==> config.mk <==
export PLATFORM = sky130hd
export DESIGN_NAME = mips_run_ctrl
export DESIGN_NICKNAME = d
export VERILOG_FILES = /design/src/rtl/mips_run_ctrl.sv
export SDC_FILE = /design/constraint.sdc
export NUM_CORES = 1
export LEC_CHECK = 0
export ABC_CLOCK_PERIOD_IN_PS = 3700
export CAP_MARGIN = 40
export CORE_MARGIN = 10
export CORE_UTILIZATION = 50
export DETAILED_ROUTE_END_ITERATION = 10
export GPL_TIMING_DRIVEN = 0
export PLACE_DENSITY = 0.81
export SLEW_MARGIN = 10
export SYNTH_ARGS = -nofsm -noshare
export SYNTH_HDL_FRONTEND = slang
export SYNTH_SLANG_ARGS = --single-unit
==> constraint.sdc <==
create_clock -name clk_i -period 3.7 [get_ports clk_i]
set_input_delay 0.74 -clock clk_i [delete_from_list [all_inputs] [get_ports clk_i]]
set_output_delay 0.74 -clock clk_i [all_outputs]
set_load 0.02 [all_outputs]
==> src/rtl/mips_run_ctrl.sv <==
// Run controller for the mips core: reset conditioning, halt/watchdog/budget detection
// and run counters.
module mips_run_ctrl #(
    parameter int unsigned RESET_CYCLES = 4,
    parameter int unsigned HALT_REPEAT  = 3,
    parameter int unsigned WDOG_CYCLES  = 256,
    parameter int unsigned MAX_CYCLES   = 100000
) (
    input  logic        clk_i,
    input  logic        rst_ni,
    input  logic        restart_i,
    input  logic        core_retire_i,
    input  logic [31:0] core_pc_i,
    output logic        core_reset_o,
    output logic        running_o,
    output logic        done_o,
    output logic        timeout_o,
    output logic [31:0] cycle_cnt_o,
    output logic [31:0] retire_cnt_o
);
    localparam int unsigned HoldW = (RESET_CYCLES > 1) ? $clog2(RESET_CYCLES) : 1;
    localparam int unsigned IdleW = $clog2(WDOG_CYCLES + 1);
    localparam int unsigned SameW = $clog2(HALT_REPEAT + 1);

    localparam logic [HoldW-1:0] HoldLast = HoldW'(RESET_CYCLES - 1);
    localparam logic [IdleW-1:0] IdleMax  = IdleW'(WDOG_CYCLES);
    localparam logic [SameW-1:0] SameMax  = SameW'(HALT_REPEAT);
    localparam logic [31:0]      CycMax   = 32'(MAX_CYCLES);

    typedef enum logic [1:0] {StHold, StRun, StHalt, StTout} state_e;

    state_e           state_q;
    logic [1:0]       sync_q;
    logic [HoldW-1:0] hold_cnt_q;
    logic [31:0]      cycle_cnt_q, cycle_cnt_d;
    logic [31:0]      retire_cnt_q, retire_cnt_d;
    logic [IdleW-1:0] idle_cnt_q, idle_cnt_d;
    logic [SameW-1:0] same_cnt_q, same_cnt_d;
    logic [31:0]      last_pc_q;
    logic             last_valid_q;
    logic             core_reset_q, running_q, done_q, timeout_q;

    // Counter values a RUN cycle would produce; exits are judged on these.
    always_comb begin
        cycle_cnt_d  = (cycle_cnt_q == '1) ? cycle_cnt_q : cycle_cnt_q + 32'd1;
        retire_cnt_d = retire_cnt_q;
        idle_cnt_d   = (idle_cnt_q == IdleMax) ? idle_cnt_q : idle_cnt_q + IdleW'(1);
        same_cnt_d   = same_cnt_q;
        if (core_retire_i) begin
            retire_cnt_d = (retire_cnt_q == '1) ? retire_cnt_q : retire_cnt_q + 32'd1;
            idle_cnt_d   = '0;
            if (last_valid_q && (core_pc_i == last_pc_q)) begin
                same_cnt_d = (same_cnt_q == SameMax) ? same_cnt_q : same_cnt_q + SameW'(1);
            end else begin
                same_cnt_d = SameW'(1);
            end
        end
    end

    always_ff @(posedge clk_i or negedge rst_ni) begin
        if (!rst_ni) begin
            state_q      <= StHold;
            sync_q       <= 2'b00;
            hold_cnt_q   <= '0;
            cycle_cnt_q  <= '0;
            retire_cnt_q <= '0;
            idle_cnt_q   <= '0;
            same_cnt_q   <= '0;
            last_pc_q    <= '0;
            last_valid_q <= 1'b0;
            core_reset_q <= 1'b1;
            running_q    <= 1'b0;
            done_q       <= 1'b0;
            timeout_q    <= 1'b0;
        end else begin
            sync_q <= {sync_q[0], 1'b1};
            if (restart_i) begin
                state_q      <= StHold;
                hold_cnt_q   <= '0;
                cycle_cnt_q  <= '0;
                retire_cnt_q <= '0;
                idle_cnt_q   <= '0;
                same_cnt_q   <= '0;
                last_valid_q <= 1'b0;
                core_reset_q <= 1'b1;
                running_q    <= 1'b0;
                done_q       <= 1'b0;
                timeout_q    <= 1'b0;
            end else begin
                unique case (state_q)
                    StHold: begin
                        if (sync_q[1]) begin
                            if (hold_cnt_q == HoldLast) begin
                                state_q      <= StRun;
                                core_reset_q <= 1'b0;
                                running_q    <= 1'b1;
                            end else begin
                                hold_cnt_q <= hold_cnt_q + HoldW'(1);
                            end
                        end
                    end
                    StRun: begin
                        cycle_cnt_q  <= cycle_cnt_d;
                        retire_cnt_q <= retire_cnt_d;
                        idle_cnt_q   <= idle_cnt_d;
                        same_cnt_q   <= same_cnt_d;
                        if (core_retire_i) begin
                            last_pc_q    <= core_pc_i;
                            last_valid_q <= 1'b1;
                        end
                        if (same_cnt_d == SameMax) begin
                            state_q   <= StHalt;
                            running_q <= 1'b0;
                            done_q    <= 1'b1;
                        end else if ((idle_cnt_d == IdleMax) || (cycle_cnt_d == CycMax)) begin
                            state_q   <= StTout;
                            running_q <= 1'b0;
                            timeout_q <= 1'b1;
                        end
                    end
                    // Terminal: counters frozen, core left running so its state stays visible.
                    StHalt, StTout: ;
                    default: state_q <= StHold;
                endcase
            end
        end
    end

    assign core_reset_o = core_reset_q;
    assign running_o    = running_q;
    assign done_o       = done_q;
    assign timeout_o    = timeout_q;
    assign cycle_cnt_o  = cycle_cnt_q;
    assign retire_cnt_o = retire_cnt_q;

endmodule

; ---- Word level (Yosys, flattened, before mapping)
; Cells that the tools add are included.
[totals]
regBits = 118
wordCells = 100
[classes]
addsub = 5
n_eq_ne = 16
n_mux = 46
bitwise = 1
reduce_logical = 19
[ops]
columns = op, n
row1 = two-way mux 32 bit, 7
row2 = "adder 32 x 1 -> 32 bit, second input constant", 2
row3 = "== test 32 bit, second input constant", 2
row4 = two-way mux 9 bit, 4
row5 = "== test 32 x 17 -> 1 bit, second input constant", 1
row6 = == test 32 bit, 1
row7 = two-way mux 2 bit, 14
row8 = two-way mux 1 bit, 19
row9 = "== test 9 bit, second input constant", 2
row10 = AND reduction 3 bit, 5
row11 = nonzero test 2 bit, 7
row12 = "adder 9 x 1 -> 9 bit, second input constant", 1
row13 = "== test 2 bit, second input constant", 3
row14 = "inequality test 2 bit, second input constant", 3
row15 = "inequality test 3 bit, second input constant", 2
row16 = "adder 2 x 1 -> 2 bit, second input constant", 2
row17 = "inequality test 4 bit, second input constant", 1
row18 = one-hot mux 2 bit (2 select lines), 1
row19 = AND reduction 2 bit, 2
row20 = AND reduction 4 bit, 1
row21 = nonzero test 3 bit, 1
row22 = "== test 2 x 1 -> 1 bit, second input constant", 1
row23 = logical NOT 2 bit, 1
row24 = one-hot mux 1 bit (2 select lines), 1
row25 = 3 further kinds, 3

; ---- Depth between registers and ports, before layout
; Gate-level depths: netlist of the first run.
[logic_depth]
depth_word = 9
ltp_mapped = 11
mapped_depth_nobuf = 11

; ---- Worst setup path after synthesis of the first run
; No wires, ideal clock.
[synth_timing]
path_kind = register -> register
from = register cycle_cnt_q[0] (netlist: cycle_cnt_o[0])
to = register timeout_q (netlist: timeout_o)
setup_time_ns = 0.078
arrival_ns = 3.162
required_ns = 3.622
path_slack_ns = 0.460
stages_incl_launch_ff = 12
path_buffers = 1
path_cell_list = dfrtp_1 > ha_1 > nand3_2 > or4_4 > buf_6 > o31a_1 > a211o_1 > or4_1 > nor4_2 > a21oi_1 > nand3b_1 > a21oi_1
[synth_between]
elab_chain_cells = 6
[synth_lines]
columns = element, line
row1 = from (decl), 35  ; logic [31:0] cycle_cnt_q, cycle_cnt_d;
row2 = from (signal assigned), 103  ; cycle_cnt_q <= cycle_cnt_d;
row3 = adder 32 x 1 -> 32 bit or == test 32 bit (tied branches), 45  ; cycle_cnt_d = (cycle_cnt_q == '1) ? cycle_cnt_q : cycle_cnt_q + 32'd1;
row4 = two-way mux 32 bit (*), 45
row5 = == test 32 x 17 -> 1 bit (*), 115  ; end else if ((idle_cnt_d == IdleMax) || (cycle_cnt_d == CycMax)) begin
row6 = logical OR 1 bit (*), 115
row7 = nonzero test 2 bit (no source line) (*), n/a
row8 = AND reduction 3 bit (no source line) (*), n/a
row9 = to (signal assigned), 74  ; timeout_q <= 1'b0;
row10 = to (signal assigned), 88  ; timeout_q <= 1'b0;
row11 = to (signal assigned), 118  ; timeout_q <= 1'b1;
row12 = to (decl), 41  ; logic core_reset_q, running_q, done_q, timeout_q;
; Mark *: on every way between the ends. The rest lies on a longest branch, timed or not.
; A chain may end at the register's enable or synchronous reset.

; ---- Worst setup path after layout of the first run
; Ends and elaborated chain as after synthesis.

==> qor_table.md, run 1 <==
| Item | This run |
|:---|:---|
| Kind of path behind the tightest hold check | in -> async |
| Synthesized-area fraction occupied by ao, oa, aoi and oai cells | 0.07624 |
| Remaining Overflow, GRT | 0 |
| Pre-antenna DRT Iters | 5 |
| Instance count after placement with tap cells included | 1000 |
| Final routed wirelength across all metal layers | 17.43 mm |
| Clock share of power | 0.495 |
| Async set-or-reset flop fraction in the synthesized netlist | 1.000 |
| Layout cells sized above 1 | 0.1170 |
| Die Width | 136.4 microns |
| Multi-input combinational cell area | 3593 sq um |
| Die height | 136.4 microns |
| Startpoint type of the worst setup path | flip-flop |
| Routed wirelength normalized by instance count | 16.91 microns |
| Drt first-iter violations | 448 |
| CORE AREA | 13240 sq um |
| Final-report hold violation count | 0 |
| Critical path buffers and inverters | 1 |
| EDFF count, synth | 0 |
| Share of the synthesized area in the top cell type | 0.4320 |
| Number of clock sinks | 118 |
| Arrival time at the worst endpoint | 3830 ps |
| Kind of cell adding the most delay to the critical path | simple AND/OR/NAND/NOR gates |
| Number of port buffers | 102 |
| Layout area overhead | 27.69% |
| Distinct cells, synth | 66 |
| Min Clock Period, post-route | 3498 ps |
| Number of antenna violations at the first check in global routing | 0 |
| Portion of netlist area occupied by mux cells | 0.06369 |
| Detailed placer's ending HPWL | 12.56 mm |
| Maximum operating frequency | 285.9 MHz |
| Required time worst endpoint | 4040 ps |
| Total of max-cap violations | 0 |
| Synthesis Warnings | 0 |
| Worst hold-check slack | 221.0 ps |
| Buffer type at the clock tree root | sky130_fd_sc_hd__clkbuf_16 |
| Internal power | 2.533 mW |
| Starting utilization of the core area | 0.5118 |
| Adder-cell share of the synthesized area | 0.009230 |
| H-Tree Depth | 4 |
| Clock Latency Late Sink | 420 ps |
| Sequential area share after synthesis | 0.4359 |
| Headroom to the max-slew limit | 0.4729 |
| Net Switching | 0.7601 mW |
| Net count of the mapped netlist | 761 |
| Most instantiated cells after synthesis | 117 x sky130_fd_sc_hd__dfrtp_1, 109 x sky130_fd_sc_hd__nor2_1, 65 x sky130_fd_sc_hd__xor2_1 |
| Final count of negative-setup-slack endpoints | 0 |
| Worst stage delay on the critical path | 550 ps |
| Syn avg cell area | 9.414 sq um |
| Total routing usage reported by global routing | 0.1898 |
| Synth area leader | sky130_fd_sc_hd__dfrtp_1 |
| Post-Synthesis Cell Area | 6778 sq um |
| Pin count of the biggest net entering global routing | 83 |
| Most numerous cell in the Yosys netlist | sky130_fd_sc_hd__dfrtp_1 |
| Cell with the largest stage delay on the worst path | sky130_fd_sc_hd__or4_4 |
| Seq pwr share | 0.427 |
| Routed via count | 5898 |
| Area of the die | 18610 sq um |
| Number of antenna-violating nets in the routed design | 0 |
| CTS tree | yes |
| Total area of sequential cells | 2954 sq um |
| Number of top-level design ports | 104 |
| Crit-path most repeated cell | sky130_fd_sc_hd__a21oi_1 |
| Final Non-Filler Cells | 1031 |
| Power density normalized to cell area | 380.5 nW/um^2 |
| Site row count | 42 |
| Maximum VDD drop | 0.3624 mV |
| Largest cells by area after synthesis | sky130_fd_sc_hd__dfrtp_1 43%, sky130_fd_sc_hd__xor2_1 8.4%, sky130_fd_sc_hd__nor2_1 6.0% |
| Number of buffers added by the clock tree synthesis step | 17 |
| Synth Instances | 720 |
| Setup Crit Path Kind | reg -> reg |
| Critical Path End Type | flip-flop |
| CTS clock-pin slew for the worst setup and hold paths | 60 ps |
| Simple-gate area share of the yosys netlist | 0.2590 |
| Drc violations | 0 |
| Gate power share | 0.077 |
| CP Cell Sequence | ha_2 > nand3_2 > or4_4 > buf_6 > o31a_1 > a211o_1 > or4_1 > nor4_2 > a21oi_1 > nand3b_1 > a21oi_1 |
| Ant. Diodes | 0 |
| Final estimated routing congestion in global placement | 0.9238 |
| Sw Share | 0.2308 |
| Static Leak | 3.546 nW |
| Parity-gate share of the synthesized area counting xor and xnor cells | 0.1202 |
| Vias in the first global route | 5671 |
| Largest family of logic cells by synthesized area | simple AND/OR/NAND/NOR gates |
| Drt via density | 5.721 |
| CP Max Fanout | 10 |
| Worst slew pin tran | 787.7 ps |
| Slew Viols, Final | 0 |
| Layout Skew | 6.016 ps |
| Area after DPL | 8053 sq um |
| Post-layout net count | 884 |
| Primary FF master, synth | sky130_fd_sc_hd__dfrtp_1 |
| Yosys reg bits | 118 |
| Share of the clock period used by the worst path after layout | 0.9453 |
| Outcome | finished clean |
| Setup repair after global routing missed its margin | no |
| Final instance area | 8655 sq um |
| First-pass GRT wire length | 28.50 mm |
| Worst-case clock buffer depth | 2 |
| Fillers | 1086 |
[worst register-to-register path: cells and delay by family (launching register included)]
family / cells / cell delay (ps)
simple gates: 5 / 1640
flops: 1 / 480
fa+ha+maj: 1 / 310
buf+inv: 1 / 160
compound gates: 4 / 830
[power groups by stage]
stage                     Combinational, mW  Sequential [mW]  Clock [mW]
after floorplan                       0.142             1.42           0
after global placement                0.243             1.42           0
after detailed placement              0.254             1.43           0
after CTS                             0.259             1.41        1.65
after global routing                  0.281             1.41        1.71
final                                 0.254             1.41        1.63
[layer usage]
layer | wire length, microns | GRT usage | share of wire | vias to the layer above
met5 | 0 | 0 | 0 | -
met4 | 295 | 0.07041 | 0.017 | 0
met3 | 1387 | 0.05793 | 0.080 | 24
met2 | 8245 | 0.2983 | 0.47 | 201
met1 | 7504 | 0.2410 | 0.43 | 2861
li1 | - | - | - | 2812
[sequential cells by signal (all words and copies together), names as in the netlist]
| name | count |
|---|---|
| last_valid_q | 1 |
| cycle_cnt_o | 32 |
| core_reset_o | 1 |
| last_pc_q | 32 |
| hold_cnt_q | 2 |
| running_o | 1 |
| idle_cnt_q | 9 |
| timeout_o | 1 |
| retire_cnt_o | 32 |
| same_cnt_q | 2 |
| done_o | 1 |
| state_q | 2 |
| sync_q | 2 |
[cell type report]
type | count | share of cell area
sequential | 118 | 0.3413
multi-input combinational | 557 | 0.4152
inverter | 10 | 0.004337
buffer | 35 | 0.02328
tap | 176 | 0.02544
timing repair buffer | 104 | 0.1219
clock buffer | 20 | 0.05393
clock inverter | 11 | 0.01460
[final timing paths]
check,start,end,slack (ps),cells past startpoint
max,cycle_cnt_o[0]$_DFFE_PN0N_,timeout_o$_DFFE_PN0P_,200,11
max reg2reg,cycle_cnt_o[0]$_DFFE_PN0N_,timeout_o$_DFFE_PN0P_,200,11
min,rst_ni,last_pc_q[24]$_DFFE_PN0P_,220,1
min in group clk_i,sync_q[0]$_DFF_PN0_,sync_q[1]$_DFF_PN0_,350,0
max in group asynchronous,rst_ni,core_reset_o$_DFFE_PN1P_,2760,2
min reg2reg,sync_q[0]$_DFF_PN0_,sync_q[1]$_DFF_PN0_,350,0
[repair_timing]
action                                  in CTS  in global routing
gates resized for setup                      0                  2
hold buffers                                 0                  0
buffers inserted                             0                  0
endpoints found under the setup margin       0                  3
[cell usage in the layout, fill, tap and decap left out, types with 15 or more instances in the layout]
cell and instances:
sky130_fd_sc_hd__dfrtp_1 117, sky130_fd_sc_hd__nor2_1 109, sky130_fd_sc_hd__clkdlybuf4s50_1 101, sky130_fd_sc_hd__xor2_1 65, sky130_fd_sc_hd__nand2_1 46, sky130_fd_sc_hd__nand3_1 44, sky130_fd_sc_hd__mux2_2 33, sky130_fd_sc_hd__a21oi_1 29
sky130_fd_sc_hd__nor3_1 29, sky130_fd_sc_hd__xnor2_1 28, sky130_fd_sc_hd__nand4_1 20, sky130_fd_sc_hd__clkbuf_1 19, sky130_fd_sc_hd__nor4_1 18, sky130_fd_sc_hd__clkbuf_16 17, sky130_fd_sc_hd__o21ai_0 16, sky130_fd_sc_hd__and3_1 15
[kinds of logic (layout without fill, tap and decap cells)]
group / after synthesis / after routing
AND/OR/NAND/NOR: 337 / 337
flip-flops: 118 / 118
XOR/XNOR: 93 / 93
AO/OA/AOI/OAI: 82 / 82
buffers and inverters: 45 / 180
multiplexers: 39 / 39
adder cells (fa/ha/maj): 5 / 5
other: 1 / 1
[per-stage QoR]
stage | power (mW) | utilization | setup TNS [ps] | setup slack (ps)
floorplan | 1.564 | - | 0 | 460.3
global placement | 1.667 | 0.6055 | -325160 | -2775
detailed placement | 1.683 | 0.6081 | 0 | 93.78
CTS | 3.313 | 0.6529 | 0 | 52.79
global route | 3.405 | 0.6535 | 0 | 22.42
finish | 3.293 | 0.6535 | 0 | 202.5
Note: power is estimated with default switching activity, not from simulation.
==> run 2: changes to the inputs <==
Settings changed: ABC_CLOCK_PERIOD_IN_PS 3700 to 3800.
Clock period 3.7 ns to 3.8 ns, I/O delays scaled along.
==> qor_table.md, run 2 (synthesis gave the netlist of run 1 again) <==
| Item | This run | Delta |
|:---|:---|:---|
| Starting utilization of the core area | 0.5118 | unchanged |
| CP Cell Sequence | ha_1 > nand3_2 > or4_4 > buf_6 > o31a_1 > a211o_1 > or4_1 > nor4_2 > a21oi_1 > nand3b_1 > a21oi_1 | was ha_2 > nand3_2 > or4_4 > buf_6 > o31a_1 > a211o_1 > or4_1 > nor4_2 > a21oi_1 > nand3b_1 > a21oi_1 |
| Net Switching | 0.7384 mW | was 0.7601 mW |
| Final-report hold violation count | 0 | unchanged |
| Startpoint type of the worst setup path | flip-flop | unchanged |
| Pin count of the biggest net entering global routing | 83 | unchanged |
| Drt first-iter violations | 448 | unchanged |
| CTS tree | yes | unchanged |
| Kind of cell adding the most delay to the critical path | simple AND/OR/NAND/NOR gates | unchanged |
| H-Tree Depth | 4 | unchanged |
| Number of antenna-violating nets in the routed design | 0 | unchanged |
| Gates resized, CTS repair | 0 | unchanged |
| Static Leak | 3.549 nW | was 3.546 nW |
| Met3 Resource Use GR | 0.05793 | unchanged |
| Worst stage delay on the critical path | 550 ps | about the same |
| Pre-antenna DRT Iters | 6 | was 5 |
| Final count of negative-setup-slack endpoints | 0 | unchanged |
| Cell with the largest stage delay on the worst path | sky130_fd_sc_hd__or4_4 | unchanged |
| Post-layout net count | 884 | unchanged |
| Drt via density | 5.734 | was 5.721 |
| Remaining Overflow, GRT | 0 | unchanged |
| Worst hold-check slack | 242.6 ps | was 221.0 ps |
| Kind of path behind the tightest hold check | in -> async | unchanged |
| Die height | 136.4 microns | unchanged |
| Number of buffers added by the clock tree synthesis step | 17 | unchanged |
| Sw Share | 0.2304 | was 0.2308 |
| Slew Viols, Final | 0 | unchanged |
| Maximum VDD drop | 0.3512 mV | was 0.3624 mV |
| Clock share of power | 0.495 | about the same |
| Detailed placer's ending HPWL | 12.56 mm | unchanged |
| Gr busiest metal | met2 | unchanged |
| Critical Path End Type | flip-flop | unchanged |
| Startpoint of the worst-slack reg-to-reg timing path | cycle_cnt_o[0]$_DFFE_PN0N_ | unchanged |
| Worst slew pin tran | 805.5 ps | was 787.7 ps |
| Setup Crit Path Kind | reg -> reg | unchanged |
| CP Max Fanout | 10 | unchanged |
| Critical path buffers and inverters | 1 | unchanged |
| CTS clock-pin slew for the worst setup and hold paths | 60 ps | about the same |
| Pwr Total | 3.205 mW | was 3.293 mW |
| Final estimated routing congestion in global placement | 0.9238 | unchanged |
| Most frequent cells in the layout | 117 x sky130_fd_sc_hd__dfrtp_1, 109 x sky130_fd_sc_hd__nor2_1, 101 x sky130_fd_sc_hd__clkdlybuf4s50_1 | unchanged |
| Final routed wirelength across all metal layers | 17.38 mm | was 17.43 mm |
| Number of top-level design ports | 104 | unchanged |
| CORE AREA | 13240 sq um | unchanged |
| Internal power | 2.466 mW | was 2.533 mW |
| Layout Skew | 6.145 ps | was 6.016 ps |
| Area of the die | 18610 sq um | unchanged |
| Site row count | 42 | unchanged |
| Setup repair after global routing missed its margin | no | unchanged |
| Required time worst endpoint | 4130 ps | was 4040 ps |
| Buffer type at the clock tree root | sky130_fd_sc_hd__clkbuf_16 | unchanged |
| GRT met2 Usage | 0.2983 | unchanged |
| First-pass GRT wire length | 28.50 mm | unchanged |
| Outcome | finished clean | unchanged |
| Arrival time at the worst endpoint | 3930 ps | was 3830 ps |
| Gate power share | 0.077 | about the same |
| Maximum operating frequency | 278.4 MHz | was 285.9 MHz |
| Layout area overhead | 27.65% | was 27.69% |
| Number of port buffers | 102 | unchanged |
| Vias in the first global route | 5671 | unchanged |
| Critical path launch point | cycle_cnt_o[0]$_DFFE_PN0N_ | unchanged |
| Layout cells sized above 1 | 0.1158 | was 0.1170 |
| Power density normalized to cell area | 370.4 nW/um^2 | was 380.5 nW/um^2 |
| Number of antenna violations at the first check in global routing | 0 | unchanged |
| Clock Latency Late Sink | 420 ps | about the same |
| Routed via count | 5912 | was 5898 |
| Die Width | 136.4 microns | unchanged |
| Crit-path most repeated cell | sky130_fd_sc_hd__a21oi_1 | unchanged |
| Total of max-cap violations | 0 | unchanged |
| Drc violations | 0 | unchanged |
| Routed wirelength normalized by instance count | 16.85 microns | was 16.91 microns |
| Number of buffers added for setup after CTS | 0 | unchanged |
| CTS hold repair buffers | 0 | unchanged |
| GR Util met1 | 0.2410 | unchanged |
| Seq pwr share | 0.428 | was 0.427 |
| Instance count after placement with tap cells included | 1000 | unchanged |
| Worst-case clock buffer depth | 2 | unchanged |
| Ant. Diodes | 0 | unchanged |
| Final Non-Filler Cells | 1031 | unchanged |
| Fillers | 1084 | was 1086 |
| Min Clock Period, post-route | 3592 ps | was 3498 ps |
| Most common cell after layout, fill and taps aside | sky130_fd_sc_hd__dfrtp_1 | unchanged |
| Number of clock sinks | 118 | unchanged |
| Share of the clock period used by the worst path after layout | 0.9453 | about the same |
| Total routing usage reported by global routing | 0.1898 | unchanged |
| Length in cells of the worst reg-to-reg path | 11 | unchanged |
| Setup ws final | 207.9 ps | was 202.5 ps |
| Stages on the worst setup path | 11 | unchanged |
| Headroom to the max-slew limit | 0.4610 | was 0.4729 |
| Worst slack, placed | 193.8 ps | was 93.78 ps |
==> run 2: final cells by class <==
cell class                 instances  area, sq um  area share
clock buffer                      20        466.7     0.05394
timing repair buffer             104         1055      0.1219
tap                              176        220.2     0.02545
sequential                       118         2954      0.3414
multi-input combinational        557         3591      0.4150
inverter                          10        37.54    0.004338
buffer                            35        201.4     0.02328
clock inverter                    11        126.4     0.01461
==> run 2: power groups by stage <==
stage / Combinational [mW] / Clock, mW / Sequential, mW
2_1_floorplan: 0.138 / 0 / 1.38
3_3_place_gp: 0.236 / 0 / 1.39
3_5_place_dp: 0.247 / 0 / 1.39
4_1_cts: 0.252 / 1.60 / 1.37
5_1_grt: 0.274 / 1.66 / 1.38
6_report: 0.248 / 1.59 / 1.37
==> run 2: metal layers <==
| layer | part of all wire | up-vias |
|---|---|---|
| met3 | 0.077 | 26 |
| met2 | 0.47 | 207 |
| met1 | 0.43 | 2866 |
| met5 | 0 | - |
| met4 | 0.017 | 0 |
| li1 | - | 2813 |
==> run 2: final timing paths <==
kind | endpoint | slack, ps
worst max-delay path | timeout_o$_DFFE_PN0P_ | 210
worst min-delay path | last_pc_q[24]$_DFFE_PN0P_ | 240
worst max register to register | timeout_o$_DFFE_PN0P_ | 210
worst min register to register | sync_q[1]$_DFF_PN0_ | 350
max in group asynchronous | core_reset_o$_DFFE_PN1P_ | 2840
min in group clk_i | sync_q[1]$_DFF_PN0_ | 350
==> run 2: stage by stage <==
stage	TNS [ps]	area [sq um]	util
floorplan	0	6778	-
global placement	-315550	8019	0.6055
detailed placement	0	8053	0.6081
CTS	0	8646	0.6529
global route	0	8652	0.6533
finish	0	8652	0.6533
==> run 3: changes to the inputs <==
Settings changed: ABC_CLOCK_PERIOD_IN_PS 3800 to default.
Clock period 3.8 ns to 4.05 ns, I/O delays scaled along.
==> qor_table.md, run 3 (synthesis gave the netlist of run 1 again) <==
| Item | This run | Delta |
|:---|:---|:---|
| Outcome | finished clean | unchanged |
| Required time worst endpoint | 4380 ps | was 4130 ps |
| Number of buffers added for setup after CTS | 0 | unchanged |
| CTS clock-pin slew for the worst setup and hold paths | 60 ps | about the same |
| Number of buffers added by the clock tree synthesis step | 17 | unchanged |
| Die height | 136.4 microns | unchanged |
| Power density normalized to cell area | 347.6 nW/um^2 | was 370.4 nW/um^2 |
| Number of top-level design ports | 104 | unchanged |
| Drt first-iter violations | 406 | was 448 |
| Reg2reg end | timeout_o$_DFFE_PN0P_ | unchanged |
| Number of port buffers | 102 | unchanged |
| Routed via count | 5884 | was 5912 |
| Net Switching | 0.6913 mW | was 0.7384 mW |
| Routed wirelength normalized by instance count | 16.82 microns | was 16.85 microns |
| Gates resized, CTS repair | 0 | unchanged |
| Instance count after placement with tap cells included | 1000 | unchanged |
| Layout Skew | 7.790 ps | was 6.145 ps |
| Most common cell after layout, fill and taps aside | sky130_fd_sc_hd__dfrtp_1 | unchanged |
| Final-report hold violation count | 0 | unchanged |
| Most frequent cells in the layout | 117 x sky130_fd_sc_hd__dfrtp_1, 109 x sky130_fd_sc_hd__nor2_1, 101 x sky130_fd_sc_hd__clkdlybuf4s50_1 | unchanged |
| Drc violations | 0 | unchanged |
| Total routing usage reported by global routing | 0.1898 | unchanged |
| Critical Path End Type | flip-flop | unchanged |
| Min Clock Period, post-route | 3698 ps | was 3592 ps |
| Final estimated routing congestion in global placement | 0.9238 | unchanged |
| Number of antenna violations at the first check in global routing | 0 | unchanged |
| Maximum operating frequency | 270.4 MHz | was 278.4 MHz |
| Final routed wirelength across all metal layers | 17.35 mm | was 17.38 mm |
| CP Cell Sequence | ha_1 > nand3_2 > or4_4 > buf_6 > nor3_2 > o31ai_1 > a2111o_1 > nor4_2 > a21oi_1 > nand3b_1 > a21oi_1 | was ha_1 > nand3_2 > or4_4 > buf_6 > o31a_1 > a211o_1 > or4_1 > nor4_2 > a21oi_1 > nand3b_1 > a21oi_1 |
| Share of the clock period used by the worst path after layout | 0.9131 | was 0.9453 |
| Maximum VDD drop | 0.3297 mV | was 0.3512 mV |
| Worst slew pin tran | 762.7 ps | was 805.5 ps |
| Detailed placer's ending HPWL | 12.56 mm | unchanged |
| Length in cells of the worst reg-to-reg path | 11 | unchanged |
| Gate power share | 0.077 | about the same |
| CORE AREA | 13240 sq um | unchanged |
| Pwr Total | 3.005 mW | was 3.205 mW |
| Startpoint of the worst-slack reg-to-reg timing path | cycle_cnt_o[0]$_DFFE_PN0N_ | unchanged |
| Remaining Overflow, GRT | 0 | unchanged |
| Pre-antenna DRT Iters | 5 | was 6 |
| Kind of path behind the tightest hold check | in -> async | unchanged |
| CP Max Fanout | 10 | unchanged |
| Total of max-cap violations | 0 | unchanged |
| Layout area overhead | 27.56% | was 27.65% |
| Layout cells sized above 1 | 0.1158 | unchanged |
| Setup ws final | 352.0 ps | was 207.9 ps |
| Worst stage delay on the critical path | 550 ps | about the same |
| Vias in the first global route | 5671 | unchanged |
| Clock share of power | 0.495 | about the same |
| Area of the die | 18610 sq um | unchanged |
| Slew Viols, Final | 0 | unchanged |
| Drt via density | 5.707 | was 5.734 |
| CTS hold repair buffers | 0 | unchanged |
| Clock Latency Late Sink | 420 ps | about the same |
| CTS tree | yes | unchanged |
| H-Tree Depth | 4 | unchanged |
| Worst reg-to-reg setup slack | 350 ps | was 210 ps |
| Internal power | 2.314 mW | was 2.466 mW |
| Seq pwr share | 0.428 | about the same |
| Number of antenna-violating nets in the routed design | 0 | unchanged |
| Static Leak | 3.532 nW | was 3.549 nW |
| Final count of negative-setup-slack endpoints | 0 | unchanged |
| Worst-case clock buffer depth | 2 | unchanged |
| Crit-path most repeated cell | sky130_fd_sc_hd__a21oi_1 | unchanged |
| Cell with the largest stage delay on the worst path | sky130_fd_sc_hd__or4_4 | unchanged |
| Sw Share | 0.2300 | was 0.2304 |
| Buffer type at the clock tree root | sky130_fd_sc_hd__clkbuf_16 | unchanged |
| Pin count of the biggest net entering global routing | 83 | unchanged |
| First-pass GRT wire length | 28.50 mm | unchanged |
| Final Non-Filler Cells | 1031 | unchanged |
| Site row count | 42 | unchanged |
| Capture point of the critical path | timeout_o$_DFFE_PN0P_ | unchanged |
| Critical path launch point | cycle_cnt_o[0]$_DFFE_PN0N_ | unchanged |
| Post-layout net count | 884 | unchanged |
| Die Width | 136.4 microns | unchanged |
| Worst hold-check slack | 291.7 ps | was 242.6 ps |
| Worst slack, placed | 443.8 ps | was 193.8 ps |
| Startpoint type of the worst setup path | flip-flop | unchanged |
| Setup Crit Path Kind | reg -> reg | unchanged |
| Number of clock sinks | 118 | unchanged |
| Starting utilization of the core area | 0.5118 | unchanged |
| Ant. Diodes | 0 | unchanged |
| Headroom to the max-slew limit | 0.4897 | was 0.4610 |
| Arrival time at the worst endpoint | 4030 ps | was 3930 ps |
| Fillers | 1086 | was 1084 |
| Setup repair after global routing missed its margin | no | unchanged |
==> run 3: cell types whose count changed in the layout (fill, tap and decap cells not counted) <==
| cell | delta |
|---|---|
| sky130_fd_sc_hd__nor3_2 | +1 |
| sky130_fd_sc_hd__nor3_4 | -1 |
==> run 3: power by group through the flow <==
stage	sequential [mW]	combinational, mW	clock, mW
3_5_place_dp	1.31	0.232	0
4_1_cts	1.29	0.236	1.50
6_report	1.29	0.232	1.49
3_3_place_gp	1.30	0.222	0
2_1_floorplan	1.30	0.130	0
5_1_grt	1.29	0.257	1.56
==> run 3: through the flow <==
| stage | utilization | instance area, sq um | setup TNS, ps |
|---|---|---|---|
| 6_report | 0.6529 | 8646 | 0 |
| 5_1_grt | 0.6529 | 8646 | 0 |
| 4_1_cts | 0.6529 | 8646 | 0 |
| 3_5_place_dp | 0.6081 | 8053 | 0 |
| 3_3_place_gp | 0.6055 | 8019 | -291950 |
| 2_1_floorplan | - | 6778 | 0 |
==> run 3: layout make-up <==
class / instances / area, sq um / area share
Timing Repair Buffer: 104 / 1055 / 0.1220
Clock inverter: 11 / 126.4 / 0.01462
Inverter: 10 / 37.54 / 0.004342
Tap cell: 176 / 220.2 / 0.02547
Buffer: 35 / 201.4 / 0.02330
Sequential cell: 118 / 2954 / 0.3417
Clock buffer: 20 / 466.7 / 0.05398
Multi-Input combinational cell: 557 / 3585 / 0.4146
==> run 3: how the worst min path moves through the flow <==
stage                                           end  slack (ps)  cells past startpoint
after floorplan                 sync_q[1]$_DFF_PN0_         330                      0
after global routing      last_pc_q[15]$_DFFE_PN0P_         310                      1
after CTS                 last_pc_q[15]$_DFFE_PN0P_         300                      1
after global placement          sync_q[1]$_DFF_PN0_         330                      0
after detailed placement        sync_q[1]$_DFF_PN0_         340                      0
final                     last_pc_q[24]$_DFFE_PN0P_         290                      1
==> run 3: worst max-delay path: cells and delay by family (launching register included) <==
family | cells | cell delay [ps]
fa+ha+maj | 1 | 350
buf+inv | 1 | 160
flops | 1 | 480
simple gates | 5 | 1760
compound gates | 4 | 860
==> run 3: metal layers <==
layer	GRT usage	vias up	share of wire
li1	-	2809	-
met1	0.2410	2862	0.43
met2	0.2983	185	0.47
met3	0.05793	28	0.075
met4	0.07041	0	0.018
met5	0	-	0
